### src/rtl/line_rx.sv
// line_rx: oversampling serial line receiver (start, 8 data LSB first, optional parity, stop)
module line_rx #(
    parameter int CLKS_PER_BIT = 16
) (
    input  logic       i_clk,
    input  logic       i_rst_n,
    input  logic       i_rx_data,
    input  logic [1:0] i_verify_mode,
    output logic [7:0] o_data,
    output logic       o_rx_int,
    output logic       o_parity_err,
    output logic       o_frame_err,
    output logic       o_busy
);
    localparam int CW = $clog2(CLKS_PER_BIT);
    localparam int H  = CLKS_PER_BIT / 2;

    typedef enum logic [2:0] {IDLE, START, DATA, PARITY, STOP, BREAK} state_t;

    state_t      state, state_n;
    logic        s1, s2, rxs;
    logic [1:0]  sync_fill;
    logic        armed;
    logic [CW-1:0] cnt;
    logic        tick;
    logic [2:0]  bc;
    logic [7:0]  sh;
    logic [1:0]  mode_q;
    logic        perr_q;
    logic        exp_par;

    assign rxs  = s2;
    assign tick = cnt == '0;

    // expected parity bit for the latched mode over the fully shifted byte
    always_comb exp_par = mode_q == 2'b01 ? ~^sh : mode_q == 2'b10 ? ^sh : 1'b1;

    // state register
    always_ff @(posedge i_clk or negedge i_rst_n)
        if (!i_rst_n) state <= IDLE;
        else          state <= state_n;

    // next-state: each bit-period state advances on the mid-bit sample tick
    always_comb begin
        state_n = state;
        case (state)
            IDLE:    state_n = armed && !rxs ? START : IDLE;
            START:   state_n = !tick ? START : rxs ? IDLE : DATA;
            DATA:    state_n = tick && bc == 3'd7 ? (mode_q == 2'b00 ? STOP : PARITY) : DATA;
            PARITY:  state_n = tick ? STOP : PARITY;
            STOP:    state_n = !tick ? STOP : rxs ? IDLE : BREAK;
            BREAK:   state_n = rxs ? IDLE : BREAK;
            default: state_n = IDLE;
        endcase
    end

    // synchronizer, sample timing, shift register and registered frame status
    always_ff @(posedge i_clk or negedge i_rst_n) begin
        if (!i_rst_n) begin
            s1           <= 1'b1;
            s2           <= 1'b1;
            sync_fill    <= 2'b00;
            armed        <= 1'b0;
            cnt          <= '0;
            bc           <= 3'd0;
            sh           <= 8'h00;
            mode_q       <= 2'b00;
            perr_q       <= 1'b0;
            o_data       <= 8'h00;
            o_rx_int     <= 1'b0;
            o_parity_err <= 1'b0;
            o_frame_err  <= 1'b0;
            o_busy       <= 1'b0;
        end else begin
            s1        <= i_rx_data;
            s2        <= s1;
            // the reset value of the synchronizer is not a real line sample,
            // so arming waits until both stages hold captured line data
            sync_fill <= {sync_fill[0], 1'b1};
            o_rx_int  <= 1'b0;
            if (state == IDLE && rxs && sync_fill[1])
                armed <= 1'b1;
            cnt <= state == IDLE ? CW'(H - 1) : tick ? CW'(CLKS_PER_BIT - 1) : cnt - 1'b1;
            if (state == IDLE && state_n == START)
                mode_q <= i_verify_mode;
            if (state == START)
                bc <= 3'd0;
            if (state == DATA && tick) begin
                sh[bc] <= rxs;
                bc     <= bc + 3'd1;
            end
            if (state == PARITY && tick)
                perr_q <= rxs != exp_par;
            if (state == STOP && tick) begin
                o_data       <= sh;
                o_parity_err <= mode_q != 2'b00 && perr_q;
                o_frame_err  <= ~rxs;
                o_rx_int     <= 1'b1;
            end
            o_busy <= state_n != IDLE;
        end
    end
endmodule
### config.mk
export PLATFORM = sky130hd
export DESIGN_NAME = line_rx
export DESIGN_NICKNAME = d
export VERILOG_FILES = /design/src/rtl/line_rx.sv
export SDC_FILE = /design/constraint.sdc
export NUM_CORES = 1
export LEC_CHECK = 0
export BUFFER_PORTS_ARGS = -buffer_cell sky130_fd_sc_hd__buf_2
export CAP_MARGIN = 15
export CORE_MARGIN = 3
export CORE_UTILIZATION = 52
export CTS_CLUSTER_SIZE = 12
export DETAILED_ROUTE_END_ITERATION = 8
export GPL_ROUTABILITY_DRIVEN = 0
export PLACE_DENSITY = 0.74
export SLEW_MARGIN = 20
export SYNTH_ARGS = -nofsm -noshare
export SYNTH_HDL_FRONTEND = slang
export SYNTH_SLANG_ARGS = --single-unit
### constraint.sdc
create_clock -name i_clk -period 2.2 [get_ports i_clk]
set_input_delay 0.22 -clock i_clk [delete_from_list [all_inputs] [get_ports i_clk]]
set_output_delay 0.22 -clock i_clk [all_outputs]
set_load 0.01 [all_outputs]
**After elaboration in Yosys (flattened, before gate mapping)**

Index checks and enable logic that the tools add are counted.

- Register bits: 38
- Input bits: 5
- Output and inout bits: 12

- Add/sub/neg operators: 2
- Magnitude comparators: 2
- Eq/ne operators: 10
- Muxes and demuxes: 19
- Bitwise logic cells: 1
- Reductions and logical operators: 19

Operators with widths:

| kind | count |
|---|---|
| two-way mux 3 bit | 7 |
| one-hot mux 3 bit (6 select lines) | 1 |
| logical AND 1 bit | 10 |
| == test 3 bit (second input constant) | 3 |
| bitwise mux 8 bit | 1 |
| two-way mux 4 bit | 2 |
| XNOR reduction 8 bit | 1 |
| parity 8 bit | 1 |
| == test 3 x 1 -> 1 bit (second input constant) | 2 |
| == test 3 x 2 -> 1 bit (second input constant) | 2 |
| two-way mux 1 bit | 5 |
| logical NOT 4 bit | 1 |
| < comparator 3 x 4 -> 1 bit (second input constant) | 1 |
| two-way mux 2 bit | 2 |
| nonzero test 2 bit | 2 |
| subtractor 4 x 1 -> 4 bit (second input constant) | 1 |
| adder 3 x 1 -> 3 bit (second input constant) | 1 |
| demux 1 bit (select 3 bit) | 1 |
| greater-or-equal comparator 3 x 1 -> 1 bit (second input constant) | 1 |
| logical NOT 3 bit | 1 |
| nonzero test 3 bit | 1 |
| == test 2 x 1 -> 1 bit (second input constant) | 1 |
| == test 2 bit (second input constant) | 1 |
| logical NOT 2 bit | 1 |
| other kinds (3) | 3 |

**Logic depth before layout (Yosys ltp)**

Gate-level depths: netlist of the first run.

- Depth after elaboration: 6
- Mapped depth: 8
- Mapped depth without buffers: 7

**Least setup slack after synthesis of the first run**

Ideal clock, no wire load.

- Kind: register to register
- From: reg cnt[0]
- To: reg sh[5]
- Setup time: 0.125 ns
- Data arrival time: 1.938 ns
- Data required time: 2.075 ns
- Setup slack: 0.137 ns
- Stages on the path, launching flop included: 8
- Buffers on the path: 0
- Clock period less this slack: 2.063 ns
- Cell sequence: dfrtp_1 inv_1 ha_1 or3b_4 nor3_4 nand3_1 nor3b_1 mux2_2

- Longest elaborated chain between the ends: 2

RTL lines:

| element | RTL line | source |
|---|---|---|
| from (decl) | 24 | `logic [CW-1:0] cnt;` |
| from (signal assigned) | 83 | `cnt <= state == IDLE ? CW'(H - 1) : tick ? CW'(CLKS_PER_BIT - 1) : cnt - 1'b1;` |
| logical NOT 4 bit | 33 | `assign tick = cnt == '0;` |
| logical AND 1 bit | 88 | `if (state == DATA && tick) begin` |
| to (signal, indexed assignment) | 89 | `sh[bc] <= rxs;` |
| to (decl) | 27 | `logic [7:0] sh;` |

Every way passes these cells.
A chain may end at the register's enable or synchronous reset.

**Worst setup path after layout of the first run**

- From: reg cnt[1]
- To: reg sh[2]

The elaborated chain is that of the path after synthesis.

==> impl_metrics.tcl, run 1 <==
set metrics [dict create \
    max_slew_margin_pct 45.61 \
    synth.area.top_cells "dfrtp_1, mux2_2, mux2_4" \
    fin_ws_ps 65.08 \
    cts_tree "done" \
    netlist_instances 152 \
    status "finished, final reports clean" \
    mostFrequentLayoutCell "dfrtp_1" \
    end_kind "flip-flop" \
    synth_area_leader_cell "dfrtp_1" \
    first_global_vias 1211 \
    grt_pass1_wl_mm 5.589 \
    critPathArrivalTime_ps 2390 \
    cts_sinks 38 \
    powerDensity_nw_per_um2 801.8 \
    worstSetupPathType "flip-flop to flip-flop" \
    setup_viol 0 \
    ir_drop_uv 606.8 \
    cp.required_ps 2450 \
    finalNetCount 184 \
    critPathSlowestCell "dfrtp_1" \
    drv_cap 0 \
    start_kind "flip-flop" \
    wl_per_cell_um 14.50 \
    cts.clk_slew.worst_paths_ps 110 \
    cts_max_path_buffers 2 \
    fin_crit_ps 2135 \
    worstMarginPinSlew_ps 815.9 \
    ant_nets 0 \
    place_area_um2 1906 \
    cts-root-buf "clkbuf_4" \
    syn_nets 161 \
    post-place-ws_ps 15.78 \
    die_w_um 64.78 \
    r2r_start "cnt[1]" \
    hold_viol 0 \
    fin_area_um2 2044 \
    mostFrequentLayoutCells "dfrtp_1, buf_2, mux2_2" \
    max_freq_ghz 0.4684 \
    min_from "i_verify_mode[0]" \
    nFillCells 268 \
    gr-total-overflow 0 \
    crit_fanout 4 \
    grt_use_total_pct 17.66 \
    synth_seq_cells 38 \
    synth_seq_area_share_pct 53.06 \
    drive_gt1_share_pct 36.36 \
    drt-pass1-iter-count 4 \
    vias 1195 \
    antenna_found_initial 0 \
    io_buffer_count 16 \
    drv_slew 0 \
    core_area_um2 3178 \
    power_w 0.001639 \
    fin_crit_sh_pct 97.04 \
    wirelength_mm 3.189 \
    grt_max_degree 39 \
    placementRows 20 \
    die_area_um2 4196 \
    synth_top_area_share_pct 50.14 \
    finish.utilization_pct 64.33 \
    worst-path-buf-inv 1 \
    htree_levels 2 \
    yosysUniqueCellTypes 40 \
    worstSkewPairLatency_ps 350 \
    areaGrowthSynthToFinish_pct 13.79 \
    numCtsBuffers 5 \
    yosysWarnings 0 \
    cpLargestDelayFamily "simple AND/OR/NAND/NOR gates" \
    critPathMaxStageDelay_ps 400 \
    cellLeakagePower_nw 0.9662 \
    n_antenna_cell 0 \
    die_y_um 64.78 \
    start_util_pct 56.54 \
    r2r_cells 7 \
    crit_cells 7 \
    avgSynthCellArea_um2 11.82 \
    startpoint "cnt[1]" \
    hold_depth 2 \
    final.setup_skew_ps 15.97 \
    place_hpwl_mm 2.189 \
    crit_chain "inv_2 > ha_4 > or3b_4 > nor3_4 > nand3b_1 > nor3b_2 > mux2_4" \
    synth_area_um2 1797 \
    timing.hold.ws_ps 89.32 \
    ios 17 \
    min_path_type "input pin to flip-flop" \
    rsz0062_at_grt "yes" \
    vias_per_cell 5.432 \
    drc_errors 0 \
    dr.first_iter.drc_count 26 \
]
==> report_power, final <==
group / switching, W / internal, W
Combinational: 0.000214 / 0.000201
Clock: 0.000219 / 0.000122
Sequential: 0.0000975 / 0.000786
Total: 0.000530 / 0.00111
==> flip-flops by register name, indices dropped and copies added, names as in the netlist, 2 cells and up <==
name,flops
mode_q,2
sh,8
sync_fill,2
cnt,4
bc,3
o_data,8
state,3
==> metal layers <==
layer | up-vias | routed length, µm | global-route usage [%] | share of wire (%)
li1 | 585 | - | - | -
met1 | 574 | 1468 | 21.96 | 46
met2 | 27 | 1514 | 27.46 | 47
met3 | 9 | 131 | 6.239 | 4.1
met4 | 0 | 74 | 8.179 | 2.3
met5 | - | 0 | 0 | 0
==> cells by family (layout without fill, tap and decap cells) <==
kind of cell               count (synthesis)  count (layout)  synth area share (%)
adders and majority gates                  4               4                 2.786
AOI/OAI and AO/OA                         28              28                 10.52
and+or+nand+nor                           44              44                 14.28
other                                      1               1                0.2087
DFF                                       38              38                 53.06
xor gates and xnor gates                   8               8                 3.900
buffers and inverters                     12              36                 3.551
muxes                                     17              17                 11.70
==> synthesized netlist by cell type <==
cell type and number:
or3_2 1, nand4_1 1, or3b_4 1, mux2_4 5, xnor2_1 8, nand2b_1 3
o32ai_1 1, mux2_2 12, nor3b_1 4, buf_6 1, or2_2 2, a32o_1 1
a31o_2 1, or2b_2 1, o21bai_1 1, nand3b_1 1, clkbuf_1 5, buf_2 1
a211oi_1 1, o211ai_1 1, or3_1 2, nand3_1 4, nand4b_1 1, dfstp_2 2
a22o_1 4, ha_1 4, nor3b_2 1, inv_1 4, dfrtp_1 36, o31ai_1 3
o21ai_0 7, conb_1 1, nor3_1 4, clkbuf_8 1, a21oi_1 6, o21a_1 1
a211o_1 1, nor2_1 9, nor3_4 1, nand2_1 8
==> final cells by class <==
type	count	area, µm²	area share, %
Multi-Input combinational cell	102	824.5	40.33
Timing Repair Buffer	24	145.1	7.099
Tap cell	44	55.05	2.693
Sequential cell	38	953.4	46.63
Inverter	4	15.01	0.7344
Clock buffer	6	41.29	2.020
Clock inverter	2	10.01	0.4896
==> per-stage QoR <==
stage	cells	TNS, ps
after floorplan	152	0
after global placement	207	0
after detailed placement	207	0
after CTS	217	0
after global routing	220	-171.2
final	220	0
==> worst paths after layout <==
check,endpoint,slack (ps)
max,sh[2],70
min,mode_q[0],90
max reg2reg,sh[2],70
min reg2reg,sync_fill[1],360
max in group asynchronous,sync_fill[1],1170
min in group asynchronous,o_data[2],500
==> repair_timing <==
action / in CTS / in global routing
endpoints found under the hold margin: 37 / 0
buffers inserted: 0 / 3
hold buffers: 2 / 0
gates resized for setup: 0 / 11
setup endpoints to repair: 0 / 6
Note: power is estimated with default switching activity, not from simulation.
==> inputs of run 2 (changes only) <==
--- a/config.mk
+++ b/config.mk
@@ -12,6 +12,7 @@
 export CTS_CLUSTER_SIZE = 12
 export DETAILED_ROUTE_END_ITERATION = 8
 export GPL_ROUTABILITY_DRIVEN = 0
+export MAX_ROUTING_LAYER = met4
 export PLACE_DENSITY = 0.74
 export SLEW_MARGIN = 20
 export SYNTH_ARGS = -nofsm -noshare
==> run 2 against run 1 <==
  * Power up 0.19%
  * Final cell count unchanged
  * Non-clock buffer count did not move
  * Largest cell class unchanged
  * Clock skew barely moved
  * Critical endpoint unchanged
  * Register-to-register slack is essentially flat
  * Core utilization unchanged
  * Flip-flop and latch count stayed put
  * Critical path type unchanged
  * Combinational power rose by 1%
  * Count of clock-buffer cells in the layout is the same
  * Global-route usage is 0.49 points higher
  * Setup slack worse by 8.8 ps
==> impl_metrics.tcl, run 2 (same netlist as run 1, synthesis figures left out) <==
set metrics [dict create \
    hold_viol 0 \
    fin_crit_sh_pct 97.44 \
    drc_errors 0 \
    cts-root-buf "clkbuf_4" \
    numCtsBuffers 5 \
    finalNetCount 184 \
    fin_area_um2 2044 \
    placementRows 20 \
    place_hpwl_mm 2.189 \
    power_w 0.001642 \
    nFillCells 268 \
    seq_area_um2 953.4 \
    crit_chain "inv_2 > ha_4 > or3b_4 > nor3_4 > nand3b_1 > nor3b_2 > mux2_4" \
    grt_max_degree 39 \
    grt_use_total_pct 18.14 \
    core_area_um2 3178 \
    cts_max_path_buffers 2 \
    antenna_found_initial 0 \
    die_w_um 64.78 \
    fin_crit_ps 2144 \
    critPathArrivalTime_ps 2390 \
    cpLargestDelayFamily "simple AND/OR/NAND/NOR gates" \
    cts_sinks 38 \
    drive_gt1_share_pct 36.36 \
    drt-pass1-iter-count 5 \
    drv_slew 0 \
    min_path_type "input pin to flip-flop" \
    cts.clk_slew.worst_paths_ps 110 \
    status "finished, final reports clean" \
    rsz0062_at_grt "yes" \
    drv_cap 0 \
    final.setup_skew_ps 15.59 \
    tns_ps 0 \
    top_regs "o_data: 8 flops, sh: 8 flops, cnt: 4 flops" \
    mostFrequentLayoutCell "dfrtp_1" \
    place_area_um2 1906 \
    gr-total-overflow 0 \
    start_kind "flip-flop" \
    powerDensity_nw_per_um2 803.4 \
    grt_pass1_wl_mm 5.589 \
    n_antenna_cell 0 \
    ant_nets 0 \
    worstSkewPairLatency_ps 350 \
    critPathMaxStageDelay_ps 420 \
    cellLeakagePower_nw 0.9662 \
    worst-path-buf-inv 1 \
    start_util_pct 56.54 \
    vias_per_cell 5.459 \
    die_y_um 64.78 \
    worstMarginPinSlew_ps 810.6 \
    ir_drop_uv 605.5 \
    max_freq_ghz 0.4665 \
    cp.required_ps 2450 \
    critPathSlowestCell "dfrtp_1" \
    ios 17 \
    die_area_um2 4196 \
    io_buffer_count 16 \
    setup_viol 0 \
    dr.first_iter.drc_count 27 \
    wl_per_cell_um 14.44 \
    worstSetupPathType "flip-flop to flip-flop" \
    multi_input_comb_area_um2 824.5 \
    timing.hold.ws_ps 92.90 \
    mostFrequentLayoutCells "dfrtp_1, buf_2, mux2_2" \
    crit_fanout 4 \
    cts_tree "done" \
    vias 1201 \
    wirelength_mm 3.176 \
    max_slew_margin_pct 45.96 \
    end_kind "flip-flop" \
    first_global_vias 1214 \
    areaGrowthSynthToFinish_pct 13.79 \
    htree_levels 2 \
]
-- run 2: area by class of cell --
| class | instances | area share, % |
|---|---|---|
| clock buffer | 6 | 2.020 |
| multi-input combinational | 102 | 40.33 |
| sequential | 38 | 46.63 |
| tap | 44 | 2.693 |
| clock inverter | 2 | 0.4896 |
| inverter | 4 | 0.7344 |
| timing repair buffer | 24 | 7.099 |
-- run 2: path summary, 6_finish.rpt --
check	start	to	slack, ps	depth (start not counted)
worst max-delay path	cnt[0]	sh[2]	60	7
worst min register to register	sync_fill[0]	sync_fill[1]	360	0
min in group asynchronous	i_rst_n	o_data[2]	500	2
worst max register to register	cnt[0]	sh[2]	60	7
worst min-delay path	i_verify_mode[0]	mode_q[0]	90	2
max in group asynchronous	i_rst_n	sync_fill[1]	1180	2
-- run 2: where the power goes --
group	internal [W]	total (W)	leakage, nW	switching, W
clock network	0.000122	0.000339	0.0320	0.000218
logic	0.000202	0.000420	0.443	0.000218
registers	0.000786	0.000884	0.491	0.0000975
total	0.00111	0.00164	0.966	0.000533
-- run 2: metrics by stage --
step           util (%)  instances  worst slack, ps
6_report          64.33        220            56.33
5_1_grt           64.33        220           -66.06
4_1_cts           62.20        217            10.55
3_5_place_dp      59.96        207            15.78
3_3_place_gp      59.96        207            64.57
2_1_floorplan         -        152            137.1
-- run 2: repair_timing --
action                     in CTS  in global routing
hold buffers                    2                  0
setup endpoints to repair       0                  6
hold endpoints to repair       37                  0
gates resized for setup         0                 11
setup buffers                   0                  3
-- run 2: metal layers --
layer / GRT usage (%) / vias to the layer above / part of all wire [%]
met5: - / - / 0
met4: 8.179 / 0 / 2.3
li1: - / 584 / -
met3: 6.239 / 9 / 4.1
met2: 27.46 / 29 / 47
met1: 21.96 / 579 / 46
==> inputs of run 3 (changes only) <==
--- a/config.mk
+++ b/config.mk
@@ -13,7 +13,7 @@
 export DETAILED_ROUTE_END_ITERATION = 8
 export GPL_ROUTABILITY_DRIVEN = 0
 export MAX_ROUTING_LAYER = met4
-export PLACE_DENSITY = 0.74
+export PLACE_DENSITY_LB_ADDON = 0.15
 export SLEW_MARGIN = 20
 export SYNTH_ARGS = -nofsm -noshare
 export SYNTH_HDL_FRONTEND = slang
==> run 3 against run 2 <==
  * Flip-flop and latch count did not move
  * Sequential share of layout area shrank 1.2 points
  * Routed wire length rose by 3.7%
  * Final cell count grew 1.8%
  * First-iteration DRC count is 74% higher
  * Critical path depth unchanged
  * Setup slack worse by 48 ps
  * Combinational power increased by 10%
  * Largest cell class unchanged
==> impl_metrics.tcl, run 3 (same netlist as run 1, synthesis figures left out) <==
set metrics [dict create \
    worstSkewPairLatency_ps 350 \
    dr.first_iter.drc_count 47 \
    critPathArrivalTime_ps 2450 \
    start_kind "flip-flop" \
    finish.utilization_pct 65.98 \
    grt_pass1_wl_mm 5.595 \
    mostFrequentLayoutCell "dfrtp_1" \
    cts_sinks 38 \
    r2r_start "cnt[1]" \
    place_hpwl_mm 2.197 \
    start_util_pct 56.54 \
    wl_per_cell_um 14.70 \
    worstSetupPathType "flip-flop to flip-flop" \
    finalNetCount 188 \
    rrSetupSlack_ps 9 \
    die_area_um2 4196 \
    worst-path-buf-inv 1 \
    power_frac_clock_pct 25.6 \
    fin_crit_ps 2191 \
    die_w_um 64.78 \
    r2r_cells 7 \
    antenna_found_initial 0 \
    cellLeakagePower_nw 1.004 \
    grt_use_total_pct 18.17 \
    mostFrequentLayoutCells "dfrtp_1, buf_2, mux2_2" \
    core_area_um2 3178 \
    die_y_um 64.78 \
    cp.required_ps 2450 \
    regToRegEndpoint "sh[4]" \
    ir_drop_uv 571.0 \
    comb_power_share_pct 25.5 \
    areaGrowthSynthToFinish_pct 16.71 \
    drc_errors 0 \
    place_area_um2 1921 \
    ant_nets 0 \
    hold_depth 2 \
    p_int_w 0.001254 \
    n_antenna_cell 0 \
    end_kind "flip-flop" \
    drt-pass1-iter-count 4 \
    cpLargestDelayFamily "simple AND/OR/NAND/NOR gates" \
    min_path_type "input pin to flip-flop" \
    post-place-ws_ps 35.62 \
    grt_max_degree 39 \
    critPathMaxStageDelay_ps 420 \
    max_slew_margin_pct 44.98 \
    vias 1251 \
    htree_levels 2 \
    rsz0062_at_grt "yes" \
    placementRows 20 \
    critPathSlowestCell "dfrtp_1" \
    tns_ps 0 \
    hold_viol 0 \
    setup_viol 0 \
    cts.clk_slew.worst_paths_ps 120 \
    vias_per_cell 5.585 \
    cts_tree "done" \
    crit_fanout 5 \
    final.setup_skew_ps 10.94 \
    fin_area_um2 2097 \
    drv_cap 0 \
    min_from "i_verify_mode[1]" \
    io_buffer_count 16 \
    top_regs "o_data: 8 flops, sh: 8 flops, cnt: 4 flops" \
    fin_ws_ps 8.595 \
    ios 17 \
    cts_max_path_buffers 2 \
    cts-root-buf "clkbuf_4" \
    crit_cells 7 \
    swShare_pct 30.87 \
    numCtsBuffers 5 \
    drive_gt1_share_pct 38.33 \
    first_global_vias 1167 \
    hold_end "mode_q[1]" \
    wirelength_mm 3.293 \
    max_freq_ghz 0.4563 \
    p_sw_w 0.0005598 \
    crit_chain "inv_2 > ha_4 > or3b_4 > nor3_4 > nand3b_1 > nor3b_2 > mux2_2" \
    drv_slew 0 \
    seq_power_share_pct 48.9 \
    place_inst 209 \
    status "finished, final reports clean" \
    gr-total-overflow 0 \
    powerDensity_nw_per_um2 864.8 \
    fin_crit_sh_pct 99.61 \
    worstMarginPinSlew_ps 825.2 \
    final_cells 224 \
]
run 3: worst max-delay path by stage:
stage          startpoint  endpoint
2_1_floorplan      cnt[0]     sh[5]
3_3_place_gp       cnt[0]     sh[5]
3_5_place_dp       cnt[0]     sh[3]
4_1_cts            cnt[0]     sh[1]
5_1_grt            cnt[1]     sh[2]
6_report           cnt[1]     sh[4]
run 3: repair_timing:
action                                 in CTS  in global routing
gates resized for setup                     0                 10
setup buffers                               0                  5
setup endpoints to repair                   0                  7
hold buffers                                2                  0
endpoints found under the hold margin      37                  0
run 3: per-layer routing:
layer  up-vias  GRT usage (%)  share of wire, %
met4         0          6.332               1.5
met2        37          26.82                47
met1       612          23.38                47
li1        595              -                 -
met5         -              -                 0
met3         7          6.239               5.0
run 3: power by group through the flow:
stage                     combinational [W]  sequential (W)  clock, W
final                              0.000463        0.000887  0.000463
after global routing               0.000514        0.000899  0.000522
after CTS                          0.000365        0.000883  0.000482
after detailed placement           0.000361        0.000895         0
after global placement             0.000345        0.000888         0
after floorplan                    0.000285        0.000863         0
run 3: worst reg2reg max path: cells and delay by family (launching register included):
family,cells,cell delay [ps]
adder cells (fa/ha/maj),1,140
flip-flops,1,420
buffers and inverters,1,90
multiplexers,1,340
AND/OR/NAND/NOR,4,1110
run 3: final cells by class:
cell class                      instances  area, µm²
Multi-Input combinational cell        102      820.8
Clock buffer                            5      37.54
Clock inverter                          3      40.04
Tap cell                               44      55.05
Timing Repair Buffer                   28      175.2
Inverter                                4      15.01
Fill cell                             248       1081
Sequential cell                        38      953.4
run 3: metrics by stage:
stage | hold slack (ps) | power (W)
2_1_floorplan | -75.59 | 0.001148
3_3_place_gp | 326.4 | 0.001233
3_5_place_dp | 327.0 | 0.001256
4_1_cts | 77.91 | 0.001730
5_1_grt | 72.49 | 0.001935
6_report | 96.95 | 0.001814
